==> src/rtl/partition_pkg.sv <==
// Shared opcode, status and FSM encodings for the partition arbiter and its requesters.
package partition_pkg;

  localparam logic [7:0] OP_PNEW   = 8'h00;
  localparam logic [7:0] OP_PSPLIT = 8'h01;
  localparam logic [7:0] OP_PMERGE = 8'h02;
  localparam logic [7:0] OP_MDLACC = 8'h05;

  typedef enum logic [1:0] {
    STAT_OK      = 2'd0,
    STAT_ILLEGAL = 2'd1,
    STAT_BUDGET  = 2'd2,
    STAT_TIMEOUT = 2'd3
  } status_t;

  typedef enum logic [1:0] {
    ST_IDLE  = 2'd0,
    ST_ISSUE = 2'd1,
    ST_WAIT  = 2'd2,
    ST_RESP  = 2'd3
  } state_t;

  function automatic logic is_legal_op(input logic [7:0] op);
    return op inside {OP_PNEW, OP_PSPLIT, OP_PMERGE, OP_MDLACC};
  endfunction

endpackage

==> src/rtl/rr_arbiter.sv <==
// Round-robin selector: searches upward from (last grant + 1) mod NUM_REQ, returns a one-hot grant.
module rr_arbiter #(
  parameter int NUM_REQ = 4,
  parameter int IDX_W   = $clog2(NUM_REQ)
) (
  input  logic [NUM_REQ-1:0] i_req,
  input  logic [IDX_W-1:0]   i_last,
  output logic [NUM_REQ-1:0] o_grant,
  output logic [IDX_W-1:0]   o_grant_idx,
  output logic               o_any
);

  always_comb begin
    // NOTE: every output gets a default before the search so no path leaves one unassigned (no latch).
    o_grant     = '0;
    o_grant_idx = '0;
    o_any       = 1'b0;
    for (int off = 1; off <= NUM_REQ; off++) begin
      if (!o_any && i_req[(int'(i_last) + off) % NUM_REQ]) begin
        o_any                                     = 1'b1;
        o_grant[(int'(i_last) + off) % NUM_REQ]   = 1'b1;
        o_grant_idx = IDX_W'((int'(i_last) + off) % NUM_REQ);
      end
    end
  end

endmodule

==> src/rtl/partition_arbiter.sv <==
// Arbitrates NUM_REQ requesters onto one partition core: grant, issue, wait for done, respond.
// Define PART_ARB_MU_BUDGET_EN to reject legal ops whose core_mu_cost reaches mu_budget.
module partition_arbiter
  import partition_pkg::*;
#(
  parameter int NUM_REQ        = 4,
  parameter int REGION_WIDTH   = 64,
  parameter int MU_WIDTH       = 32,
  parameter int TIMEOUT_CYCLES = 16
) (
  input  logic                         clk,
  input  logic                         rst,
  input  logic [NUM_REQ-1:0]           req_valid,
  output logic [NUM_REQ-1:0]           req_ready,
  input  logic [NUM_REQ*8-1:0]         req_op,
  input  logic [NUM_REQ*REGION_WIDTH-1:0] req_region,
  input  logic [NUM_REQ*8-1:0]         req_arg_a,
  input  logic [NUM_REQ*8-1:0]         req_arg_b,
  output logic [NUM_REQ-1:0]           resp_valid,
  output logic [1:0]                   resp_status,
  output logic [7:0]                   resp_module_id,
  output logic [7:0]                   core_op,
  output logic                         core_op_valid,
  output logic [REGION_WIDTH-1:0]      core_pnew_region,
  output logic [REGION_WIDTH-1:0]      core_psplit_mask,
  output logic [7:0]                   core_psplit_module_id,
  output logic [7:0]                   core_pmerge_m1,
  output logic [7:0]                   core_pmerge_m2,
  input  logic                         core_op_done,
  input  logic [7:0]                   core_result_module_id,
  input  logic [MU_WIDTH-1:0]          core_mu_cost,
  input  logic [MU_WIDTH-1:0]          mu_budget,
  output logic                         busy
);

  localparam int IDX_W = $clog2(NUM_REQ);
  localparam int CNT_W = $clog2(TIMEOUT_CYCLES + 1);

  logic [NUM_REQ-1:0]      w_grant;
  logic [IDX_W-1:0]        w_grant_idx;
  logic                    w_any;
  logic [7:0]              w_op;
  logic [7:0]              w_arg_a;
  logic [7:0]              w_arg_b;
  logic [REGION_WIDTH-1:0] w_region;
  logic                    w_over_budget;
  logic                    w_finish;
  status_t                 w_fin_status;
  logic [7:0]              w_fin_id;

  state_t                  r_state;
  logic [IDX_W-1:0]        r_last;
  logic [NUM_REQ-1:0]      r_grant;
  logic [7:0]              r_op;
  logic [CNT_W-1:0]        r_cnt;

  rr_arbiter #(.NUM_REQ(NUM_REQ)) u_rr (
    .i_req       (req_valid),
    .i_last      (r_last),
    .o_grant     (w_grant),
    .o_grant_idx (w_grant_idx),
    .o_any       (w_any)
  );

  assign w_op     = req_op[int'(w_grant_idx)*8 +: 8];
  assign w_arg_a  = req_arg_a[int'(w_grant_idx)*8 +: 8];
  assign w_arg_b  = req_arg_b[int'(w_grant_idx)*8 +: 8];
  assign w_region = req_region[int'(w_grant_idx)*REGION_WIDTH +: REGION_WIDTH];
  assign busy     = (r_state != ST_IDLE);

`ifdef PART_ARB_MU_BUDGET_EN
  assign w_over_budget = (core_mu_cost >= mu_budget);
`else
  logic w_unused_mu;
  assign w_unused_mu   = ^{core_mu_cost, mu_budget};
  assign w_over_budget = 1'b0;
`endif

  // Decides whether this cycle ends the transaction and with which status.
  always_comb begin
    w_finish     = 1'b0;
    w_fin_status = STAT_OK;
    w_fin_id     = '0;
    case (r_state)
      ST_ISSUE: begin
        if (!is_legal_op(r_op)) begin
          w_finish     = 1'b1;
          w_fin_status = STAT_ILLEGAL;
        end else if (w_over_budget) begin
          w_finish     = 1'b1;
          w_fin_status = STAT_BUDGET;
        end
      end
      ST_WAIT: begin
        if (core_op_done) begin
          w_finish     = 1'b1;
          w_fin_id     = core_result_module_id;
        end else if (r_cnt == CNT_W'(TIMEOUT_CYCLES - 1)) begin
          w_finish     = 1'b1;
          w_fin_status = STAT_TIMEOUT;
        end
      end
      default: ;
    endcase
  end

  // NOTE: sequential state uses non-blocking assignments so every register samples pre-edge values.
  always_ff @(posedge clk or posedge rst) begin
    if (rst) begin
      r_state               <= ST_IDLE;
      r_last                <= IDX_W'(NUM_REQ - 1);
      r_grant               <= '0;
      r_op                  <= '0;
      r_cnt                 <= '0;
      req_ready             <= '0;
      resp_valid            <= '0;
      resp_status           <= '0;
      resp_module_id        <= '0;
      core_op               <= '0;
      core_op_valid         <= 1'b0;
      core_pnew_region      <= '0;
      core_psplit_mask      <= '0;
      core_psplit_module_id <= '0;
      core_pmerge_m1        <= '0;
      core_pmerge_m2        <= '0;
    end else begin
      req_ready     <= '0;
      resp_valid    <= '0;
      core_op_valid <= 1'b0;
      if (w_finish) begin
        resp_valid            <= r_grant;
        resp_status           <= w_fin_status;
        resp_module_id        <= w_fin_id;
        core_op               <= '0;
        core_pnew_region      <= '0;
        core_psplit_mask      <= '0;
        core_psplit_module_id <= '0;
        core_pmerge_m1        <= '0;
        core_pmerge_m2        <= '0;
        r_state               <= ST_RESP;
      end else begin
        case (r_state)
          ST_IDLE: begin
            if (w_any) begin
              req_ready <= w_grant;
              r_grant   <= w_grant;
              r_last    <= w_grant_idx;
              r_op      <= w_op;
              // Only the fields the opcode uses reach the core; illegal ops leave it all-zero.
              if (is_legal_op(w_op)) begin
                core_op               <= w_op;
                core_pnew_region      <= (w_op == OP_PNEW)   ? w_region : '0;
                core_psplit_mask      <= (w_op == OP_PSPLIT) ? w_region : '0;
                core_psplit_module_id <= (w_op == OP_PSPLIT) ? w_arg_a  : '0;
                core_pmerge_m1        <= (w_op == OP_PMERGE) ? w_arg_a  : '0;
                core_pmerge_m2        <= (w_op == OP_PMERGE) ? w_arg_b  : '0;
              end
              r_state <= ST_ISSUE;
            end
          end
          ST_ISSUE: begin
            core_op_valid <= 1'b1;
            r_cnt         <= '0;
            r_state       <= ST_WAIT;
          end
          ST_WAIT:  r_cnt   <= r_cnt + CNT_W'(1);
          ST_RESP:  r_state <= ST_IDLE;
          default:  r_state <= ST_IDLE;
        endcase
      end
    end
  end

endmodule

==> config.mk <==
export PLATFORM = sky130hd
export DESIGN_NAME = partition_arbiter
export DESIGN_NICKNAME = d
export VERILOG_FILES = /design/src/rtl/partition_pkg.sv /design/src/rtl/rr_arbiter.sv /design/src/rtl/partition_arbiter.sv
export SDC_FILE = /design/constraint.sdc
export NUM_CORES = 1
export LEC_CHECK = 0
export CORE_AREA = 2 2 241 243
export DETAILED_ROUTE_END_ITERATION = 7
export DIE_AREA = 0 0 243 245
export PLACE_DENSITY = 0.53
export SETUP_SLACK_MARGIN = 0.2
export SLEW_MARGIN = 10
export SYNTH_ARGS = -nofsm -noshare
export SYNTH_HDL_FRONTEND = slang
export SYNTH_HIERARCHICAL = 1
export SYNTH_SLANG_ARGS = --single-unit
==> constraint.sdc <==
create_clock -name clk -period 17.2 [get_ports clk]
set_input_delay 3.44 -clock clk [delete_from_list [all_inputs] [get_ports clk]]
set_output_delay 3.44 -clock clk [all_outputs]
set_load 0.03 [all_outputs]
==> reports/qor.csv, run 1 <==
metric;value;unit
rrSetupSlack;11.48;ns
yosysTopAreaCell;dfrtp_1;
dp_hpwl;34400;um
antenna_found_initial;9;
cts_max_level;4;
die_h;245;um
grt_first_pass_wirelength;67450;um
io_buffers;546;
ys_types;53;
rows;88;
fin_crit;8.533;ns
highest_layer;met5;
vias_per_cell;4.498;
cts_buffer_depth;2;
synth-async-reset-ratio;100.0;%
post_cts_resize_count;0;
hold_class;flip-flop to flip-flop;
power.share.clock;18.4;%
crit_type;input port to flip-flop;
path_common_cell;buf_4;
swShare;43.42;%
cts_setup_buffers;0;
cp_cell_sequence;clkdlybuf4s50_1, or3b_1, o21ai_1, a21oi_1, o22ai_2, o31a_2, buf_4, mux4_2, nor2_1, nand3_4, buf_4, buf_4, nand3_1, o31ai_1;
relSlewSlack;26.56;%
setup_viol;0;
dr.pass1.iters;5;
clk_pin_slew;0.08;ns
startpoint_type;input port;
syn_avg_cell_area;11.68;um2
crit_path_max_fanout;108;
cp-end-kind;flip-flop;
yosysSeqAreaShare;45.82;%
status;finished clean;
critical_path_arrival;8.90;ns
setup_tns;0;ns
crit_end;core_pnew_region[58]$_DFFE_PP0P_;
drt-total-wl;45360;um
power.density;129.7;nW/um2
yosys-top-cells-area;dfrtp_1 (45%), mux4_2 (18%), o31ai_1 (10%);
drive_gt1_share;12.41;%
grt_max_degree;109;
finalHoldViolations;0;
areaGrowthSynthToFinish;61.40;%
slew_viol_final;0;
gp_congestion;0.8059;
netlist_area;10930;um2
maxCapViolCount;0;
wl_met2;21880;um
crit_slowest_cell;buf_4;
rsz0062_at_grt;false;
cts_made_buffers;17;
cp-startpoint;req_valid[2];
dp.cells;2159;
reg2regPathDepth;13;
yosysWarnings;6;
p_int;1.295;mW
die_area;59540;um2
core_area;57030;um2
io_pins;611;
grt_util_all_layers;15.27;%
wl_met1;18530;um
worst_pin_slew;1.102;ns
synth_top_area_share;45.33;%
grt_pass1_vias;10440;
postSynthCellCount;936;
root_buffer;clkbuf_16;
wire_per_inst;20.69;um
synth-edff-count;0;
yosys_register_bits;200;
worstReg2RegStart;r_last[0]$_DFFE_PP1P_;
die_w;243;um
finalNetCount;1858;
power_frac_seq;23.5;%
p_comb_share;58.1;%
timing.rr.end;core_pnew_region[58]$_DFFE_PP0P_;
finalClockSkew;0.01280;ns
drcViolationCount;0;
p_switching;0.9937;mW
clkLatencyLatePin;0.49;ns
wl_met3;4008;um
synthFlopType;dfrtp_1;
vias;9859;
slowest_delay;0.88;ns
vdd_drop_max;80.88;uV
power.leakage;6.868;nW
cts_sinks;200;
ant_nets;0;
worstPathRequired;17.57;ns
grt-ovfl-total;0;
min_period_over_period;49.61;%
tritoncts;built;
final_cells;2192;
cts_hold_buf;0;
start_util;19.16;%
fmax;0.1172;GHz
drtIter0Drc;529;
syn_nets;1381;
nFillCells;5934;
==> placed cells by master (no fill, tap or decap), types with 2 or more instances in the layout <==
master,n
o2bb2ai_2,8
inv_6,6
nor2_1,8
o21ai_0,12
and2_1,9
a221o_1,5
buf_4,13
clkbuf_16,17
o21ai_1,5
mux2i_1,3
nand3_1,150
clkdlybuf4s50_1,546
inv_8,2
nand3_4,2
dfstp_2,2
dfrtp_1,198
mux4_2,89
nand2b_1,6
a21boi_0,2
clkinvlp_4,3
and3_1,7
nand2_1,97
a22o_1,10
nor2_2,2
ha_1,14
o31ai_1,145
clkbuf_8,2
a21oi_1,4
inv_1,15
mux2_2,15
==> per-stage QoR <==
stage | power (mW) | util, % | worst slack, ns | hold slack [ns] | cell area [um2]
3_5_place_dp | 1.910 | 29.90 | 8.101 | 0.4780 | 17050
6_report | 2.288 | 30.93 | 8.667 | 0.4880 | 17640
2_1_floorplan | 1.510 | - | 8.309 | 0.4494 | 10930
4_1_cts | 2.346 | 30.92 | 8.661 | 0.4891 | 17640
3_3_place_gp | 1.891 | 29.90 | 8.167 | 0.4594 | 17050
5_1_grt | 2.452 | 30.92 | 8.243 | 0.5134 | 17640
==> state kept, by name (all words and copies together), names as in the netlist <==
register / flops
r_last: 2
core_pnew_region: 64
core_pmerge_m1: 8
r_state: 2
req_ready: 4
core_pmerge_m2: 8
r_cnt: 5
core_op: 8
resp_valid: 4
r_op: 8
r_grant: 4
core_op_valid: 1
core_psplit_mask: 64
core_psplit_module_id: 8
resp_status: 2
resp_module_id: 8
==> power groups by stage <==
stage / clock [mW] / combinational, mW / sequential [mW]
global route: 0.456 / 1.45 / 0.543
detailed placement: 0 / 1.36 / 0.546
global placement: 0 / 1.35 / 0.545
finish: 0.421 / 1.33 / 0.538
floorplan: 0 / 0.944 / 0.566
CTS: 0.440 / 1.37 / 0.538
==> cell type report <==
type	count	area (um2)	area share [%]
multi-input cells	618	5455	30.93
flip-flops and latches	200	5007	28.39
clock buffers	19	452.9	2.568
diodes	1	2.502	0.01419
inverters	17	71.32	0.4043
repair buffers	559	5563	31.54
clock inverters	13	130.1	0.7377
well taps	765	957.2	5.426
==> kinds of logic after synthesis <==
kind of cell / Yosys count / share of synthesized area [%]
muxes: 108 / 20.37
DFF: 200 / 45.82
adders and majority gates: 14 / 1.603
buffers and inverters: 118 / 4.648
and+or+nand+nor: 292 / 12.91
AOI/OAI and AO/OA: 204 / 14.65
==> cells in the mapped netlist (2+ instances only) <==
cell / n
o2bb2ai_2: 8
dfrtp_1: 198
and2_1: 9
a221o_1: 5
nand3_1: 152
ha_1: 14
dfstp_2: 2
o21ai_1: 5
buf_4: 2
a21boi_0: 2
nor2_1: 8
o31ai_1: 145
nor2_2: 2
a22o_1: 10
and3_1: 7
mux2_2: 15
buf_1: 31
mux2i_1: 3
buf_2: 22
clkbuf_1: 42
inv_1: 16
buf_6: 4
nand2b_1: 6
o21ai_0: 12
mux4_2: 89
a21oi_1: 4
nand2_1: 97
==> worst max-delay path, delay by kind of cell <==
kind            cells  cell delay, ns
compound gates      5            1.10
buf+inv             4            3.02
mux                 1            0.42
simple gates        4            0.73
==> worst min-delay path by stage <==
stage / endpoint / startpoint / slack (ns) / cells past startpoint
global route: resp_valid[1]$_DFF_PP0_ / r_grant[1]$_DFFE_PP0P_ / 0.51 / 1
CTS: resp_valid[0]$_DFF_PP0_ / r_grant[0]$_DFFE_PP0P_ / 0.49 / 1
global placement: resp_valid[0]$_DFF_PP0_ / r_grant[0]$_DFFE_PP0P_ / 0.46 / 1
detailed placement: resp_valid[1]$_DFF_PP0_ / r_grant[1]$_DFFE_PP0P_ / 0.48 / 1
floorplan: resp_valid[0]$_DFF_PP0_ / r_grant[0]$_DFFE_PP0P_ / 0.45 / 1
finish: resp_valid[1]$_DFF_PP0_ / r_grant[1]$_DFFE_PP0P_ / 0.49 / 1
==> layer usage <==
layer / vias to the layer above / GRT usage (%)
met1: 4850 / 18.40
met5: - / 0
met3: 48 / 5.511
met4: 6 / 4.728
met2: 407 / 25.41
li1: 4548 / -
No activity file was read; power rests on OpenSTA's default activity.
==> run 2: changes to the inputs <==
==> constraint.sdc (replaced) <==
create_clock -name clk -period 8.2 [get_ports clk]
set_input_delay 1.64 -clock clk [delete_from_list [all_inputs] [get_ports clk]]
set_output_delay 1.64 -clock clk [all_outputs]
set_load 0.03 [all_outputs]
==> reports/qor.csv, run 2 (synthesis results as in run 1) <==
metric;value;unit;change
areaGrowthSynthToFinish;61.75;%;
grt_pass1_vias;10300;;-1.4%
tritoncts;built;;
cts_made_buffers;17;;unchanged
slew_viol_final;0;;unchanged
n_antenna_cell;0;;-1
setup_viol;0;;unchanged
critical_path_arrival;6.64;ns;-2.26 ns
min_period_over_period;76.13;%;
die_w;243;um;unchanged
cts_max_level;4;;unchanged
placed_area;17110;um2;+0.31%
final_common_cell;clkdlybuf4s50_1;;
finalClockSkew;0.01559;ns;+0.002781 ns
cp-startpoint;req_valid[2];;
power.density;270.4;nW/um2;+110%
clk_pin_slew;0.08;ns;about the same
drt-total-wl;45480;um;+0.27%
rows;88;;unchanged
worst_pin_slew;0.9107;ns;-0.1909 ns
status;finished clean;;
rsz0062_at_grt;false;;
ant_nets;0;;unchanged
antenna_found_initial;7;;-2
top_regs;core_pnew_region x64, core_psplit_mask x64;;
die_h;245;um;unchanged
root_buffer;clkbuf_16;;
drcViolationCount;0;;unchanged
dp_hpwl;34960;um;+1.6%
layout_common_cells;clkdlybuf4s50_1 (546), dfrtp_1 (198), nand3_1 (150);;
cp-end-kind;flip-flop;;
die_area;59540;um2;unchanged
core_area;57030;um2;unchanged
grt-ovfl-total;0;;unchanged
crit_path_max_fanout;116;;+7.4%
cts_sinks;200;;unchanged
cts_setup_buffers;0;;unchanged
worstPathRequired;8.59;ns;-8.98 ns
drive_gt1_share;12.54;%;+0.12 points
post_cts_resize_count;0;;unchanged
fin_crit;6.243;ns;
startpoint_type;input port;;
finalHoldViolations;0;;unchanged
cts_hold_buf;0;;unchanged
fin_area;17680;um2;+0.22%
crit_type;input port to flip-flop;;
power.leakage;6.889;nW;+0.30%
finalNetCount;1860;;+0.11%
vias;9899;;+0.41%
gp_congestion;0.7883;;-2.2%
maxCapViolCount;0;;unchanged
relSlewSlack;39.29;%;+13 points
fmax;0.1602;GHz;
hp-start;r_grant[0]$_DFFE_PP0P_;;
cts_buffer_depth;2;;unchanged
vdd_drop_max;303.0;uV;+270%
grt_max_degree;119;;+9.2%
vias_per_cell;4.514;;+0.36%
dr.pass1.iters;5;;unchanged
wire_per_inst;20.74;um;+0.23%
hold_class;flip-flop to flip-flop;;
worstReg2RegStart;r_last[0]$_DFFE_PP1P_;;
setup_tns;0;ns;unchanged
start_util;19.16;%;unchanged
clkLatencyLatePin;0.50;ns;about the same
grt_first_pass_wirelength;67740;um;+0.42%
drtIter0Drc;481;;-9.1%
io_buffers;546;;unchanged
io_pins;611;;unchanged
grt_util_all_layers;15.31;%;+0.043 points
run 2: changes by cell type in the layout (fill, tap and decap cells not counted), sizes merged:
cell    change
clkbuf      -1
clkinv      +3
diode       -1
inv         -1
bufinv      -1
buf         +2
run 2: worst max-delay path: stages:
cell and delay (ns):
clkdlybuf4s50_1 0.69, or3b_1 0.38, o21ai_1 0.08, a21oi_1 0.10
o22ai_2 0.33, o31a_2 0.72, mux4_2 0.65, nor4_4 0.57
nand3_4 0.56, buf_12 0.42, o31ai_1 0.32
run 2: final cells by class:
cell class,instances,area (um2)
Tap cell,765,957.2
Clock buffer,18,439.2
Fill cell,5868,39360
Clock inverter,14,132.6
Multi-Input combinational cell,618,5455
Sequential cell,200,5007
Inverter,17,71.32
Timing Repair Buffer,561,5615
run 2: final timing paths:
| path | endpoint | slack [ns] | cells past startpoint |
|---|---|---|---|
| max in group asynchronous | core_op_valid$_DFF_PP0_ | 5.28 | 3 |
| worst max register to register | core_psplit_mask[30]$_DFFE_PP0P_ | 3.00 | 10 |
| worst min register to register | resp_valid[0]$_DFF_PP0_ | 0.49 | 1 |
| min in group asynchronous | core_psplit_mask[25]$_DFFE_PP0P_ | 1.61 | 2 |
| worst max-delay path | core_psplit_mask[30]$_DFFE_PP0P_ | 1.96 | 11 |
| worst min-delay path | resp_valid[0]$_DFF_PP0_ | 0.49 | 1 |
run 2: power by group:
| group | total [mW] | switching [mW] | internal, mW |
|---|---|---|---|
| clock | 0.855 | 0.446 | 0.409 |
| combinational | 2.80 | 1.59 | 1.21 |
| sequential | 1.13 | 0.0604 | 1.07 |
| total | 4.78 | 2.09 | 2.69 |
run 2: stage by stage:
step	hold slack [ns]	utilization [%]	worst slack (ns)	total power [mW]	std cells
final	0.4892	31.00	1.957	4.780	2193
after global routing	0.5168	31.00	1.630	5.137	2193
after CTS	0.4890	31.00	1.948	4.907	2193
after detailed placement	0.4714	29.99	1.373	4.026	2161
after global placement	0.4594	29.99	1.510	3.984	2161
after floorplan	0.4494	-	1.109	3.168	936
run 2: per-layer routing:
| layer | share of wire [%] | wire length [um] | global-route usage [%] | vias to the layer above |
|---|---|---|---|---|
| met2 | 49 | 22490 | 26.03 | 383 |
| met4 | 1.2 | 556 | 3.879 | 6 |
| met1 | 42 | 18980 | 18.43 | 4926 |
| met3 | 7.5 | 3415 | 5.379 | 31 |
| li1 | - | - | - | 4553 |
| met5 | 0.079 | 36 | 0 | - |
==> run 3: changes to the inputs <==
==> constraint.sdc (replaced) <==
create_clock -name clk -period 5.96 [get_ports clk]
set_input_delay 1.192 -clock clk [delete_from_list [all_inputs] [get_ports clk]]
set_output_delay 1.192 -clock clk [all_outputs]
set_load 0.03 [all_outputs]
==> reports/qor.csv, run 3 (synthesis results as in run 1) <==
metric;value;unit;change
fin_crit;5.133;ns;
clkLatencyLatePin;0.49;ns;about the same
critical_path_arrival;5.54;ns;-1.10 ns
grt_max_degree;183;;+54%
top_regs;core_pnew_region x64, core_psplit_mask x64;;
finalClockSkew;0.01653;ns;+0.0009480 ns
post_cts_resize_count;0;;unchanged
final_common_cell;clkdlybuf4s50_1;;
multiInputGateArea;5455;um2;unchanged
clk_pin_slew;0.07;ns;about the same
dp.cells;2167;;+0.28%
cts_hold_buf;0;;unchanged
cp-end-kind;flip-flop;;
final_cells;2199;;+0.27%
root_buffer;clkbuf_16;;
dr.pass1.iters;5;;unchanged
start_util;19.16;%;unchanged
vias_per_cell;4.493;;-0.45%
wl_met1;18150;um;-4.4%
drtIter0Drc;509;;+5.8%
layout_common_cells;clkdlybuf4s50_1 (546), dfrtp_1 (198), nand3_1 (150);;
finalHoldViolations;0;;unchanged
cts_buffer_depth;2;;unchanged
core_area;57030;um2;unchanged
power.density;372.6;nW/um2;+38%
power.leakage;6.914;nW;+0.37%
antenna_found_initial;4;;-3
grt_util_all_layers;14.47;%;-0.84 points
startpoint_type;input port;;
wl_met2;21090;um;-6.2%
drt-total-wl;43310;um;-4.8%
status;finished clean;;
drive_gt1_share;12.90;%;+0.37 points
worstPathRequired;6.36;ns;-2.23 ns
min_period_over_period;86.13;%;
dp_hpwl;33000;um;-5.6%
ant_nets;0;;unchanged
fmax;0.1948;GHz;
hold_class;flip-flop to flip-flop;;
cts_sinks;200;;unchanged
grt-ovfl-total;0;;unchanged
gp_congestion;0.8575;;+8.8%
maxCapViolCount;0;;unchanged
cts_setup_buffers;0;;unchanged
worst_pin_slew;1.071;ns;+0.1605 ns
cts_made_buffers;17;;unchanged
io_buffers;546;;unchanged
tritoncts;built;;
io_pins;611;;unchanged
vias;9881;;-0.18%
ff_latch_area;5007;um2;unchanged
reg2regPathDepth;10;;unchanged
rows;88;;unchanged
die_h;245;um;unchanged
cts_max_level;4;;unchanged
drcViolationCount;0;;unchanged
rsz0062_at_grt;false;;
n_antenna_cell;0;;unchanged
wire_per_inst;19.69;um;-5.0%
setup_tns;0;ns;unchanged
highest_layer;met5;;
grt_pass1_vias;10200;;-0.97%
crit_path_max_fanout;10;;-91%
areaGrowthSynthToFinish;62.08;%;
slew_viol_final;0;;unchanged
wl_met3;3131;um;-8.3%
nFillCells;5886;;+0.31%
crit_type;input port to flip-flop;;
hold_depth;2;;+1
grt_first_pass_wirelength;64980;um;-4.1%
relSlewSlack;28.59;%;-11 points
setup_viol;0;;unchanged
die_w;243;um;unchanged
vdd_drop_max;394.0;uV;+30%
post-route-util;31.06;%;+0.064 points
finalNetCount;1866;;+0.32%
die_area;59540;um2;unchanged
run 3: critical path, cell delays in order:
cell and delay (ns):
clkdlybuf4s50_1 0.66, or3b_1 0.38, o21ai_1 0.08, a21oi_1 0.09, o22ai_2 0.31, o31a_2 0.42, mux4_2 0.59, nor4_4 0.59
nand4b_4 0.31, or3_1 0.68, o2bb2ai_2 0.22
run 3: layout make-up:
class / instances / area share (%)
multi-input combinational: 618 / 30.80
sequential: 200 / 28.27
tap: 765 / 5.403
timing repair buffer: 567 / 32.02
clock inverter: 14 / 0.6498
clock buffer: 18 / 2.479
inverter: 17 / 0.3814
run 3: layer usage:
layer	global-route usage [%]	up-vias
met2	23.84	365
met4	4.529	4
met3	4.800	43
met1	17.88	4908
met5	0	-
li1	-	4561
run 3: path summary, 6_finish.rpt:
check / start / to / slack [ns]
worst max-delay path: req_valid[2] / core_pmerge_m2[6]$_DFFE_PP0P_ / 0.83
worst min-delay path: r_cnt[4]$_DFFE_PP0P_ / r_cnt[4]$_DFFE_PP0P_ / 0.48
worst min register to register: r_cnt[4]$_DFFE_PP0P_ / r_cnt[4]$_DFFE_PP0P_ / 0.48
worst max register to register: r_last[0]$_DFFE_PP1P_ / core_pmerge_m2[6]$_DFFE_PP0P_ / 1.39
min in group asynchronous: rst / core_pnew_region[60]$_DFFE_PP0P_ / 1.19
max in group asynchronous: rst / core_pnew_region[34]$_DFFE_PP0P_ / 3.68
run 3: stage by stage:
step / instance area (um2) / hold WS [ns] / power (mW) / setup WS [ns]
2_1_floorplan: 10930 / 0.4494 / 4.359 / 1.706
3_3_place_gp: 17160 / 0.4615 / 5.503 / 0.3381
3_5_place_dp: 17160 / 0.4702 / 5.549 / 0.3134
6_report: 17710 / 0.4830 / 6.600 / 0.8267
5_1_grt: 17710 / 0.5006 / 7.066 / 0.5528
4_1_cts: 17710 / 0.4862 / 6.744 / 0.8551
run 3: where the power goes:
part | internal [mW] | total [mW] | switching [mW] | leakage, nW
registers | 1.47 | 1.55 | 0.0839 | 2.75
clock network | 0.555 | 1.15 | 0.599 | 0.272
logic | 1.71 | 3.89 | 2.19 | 3.89
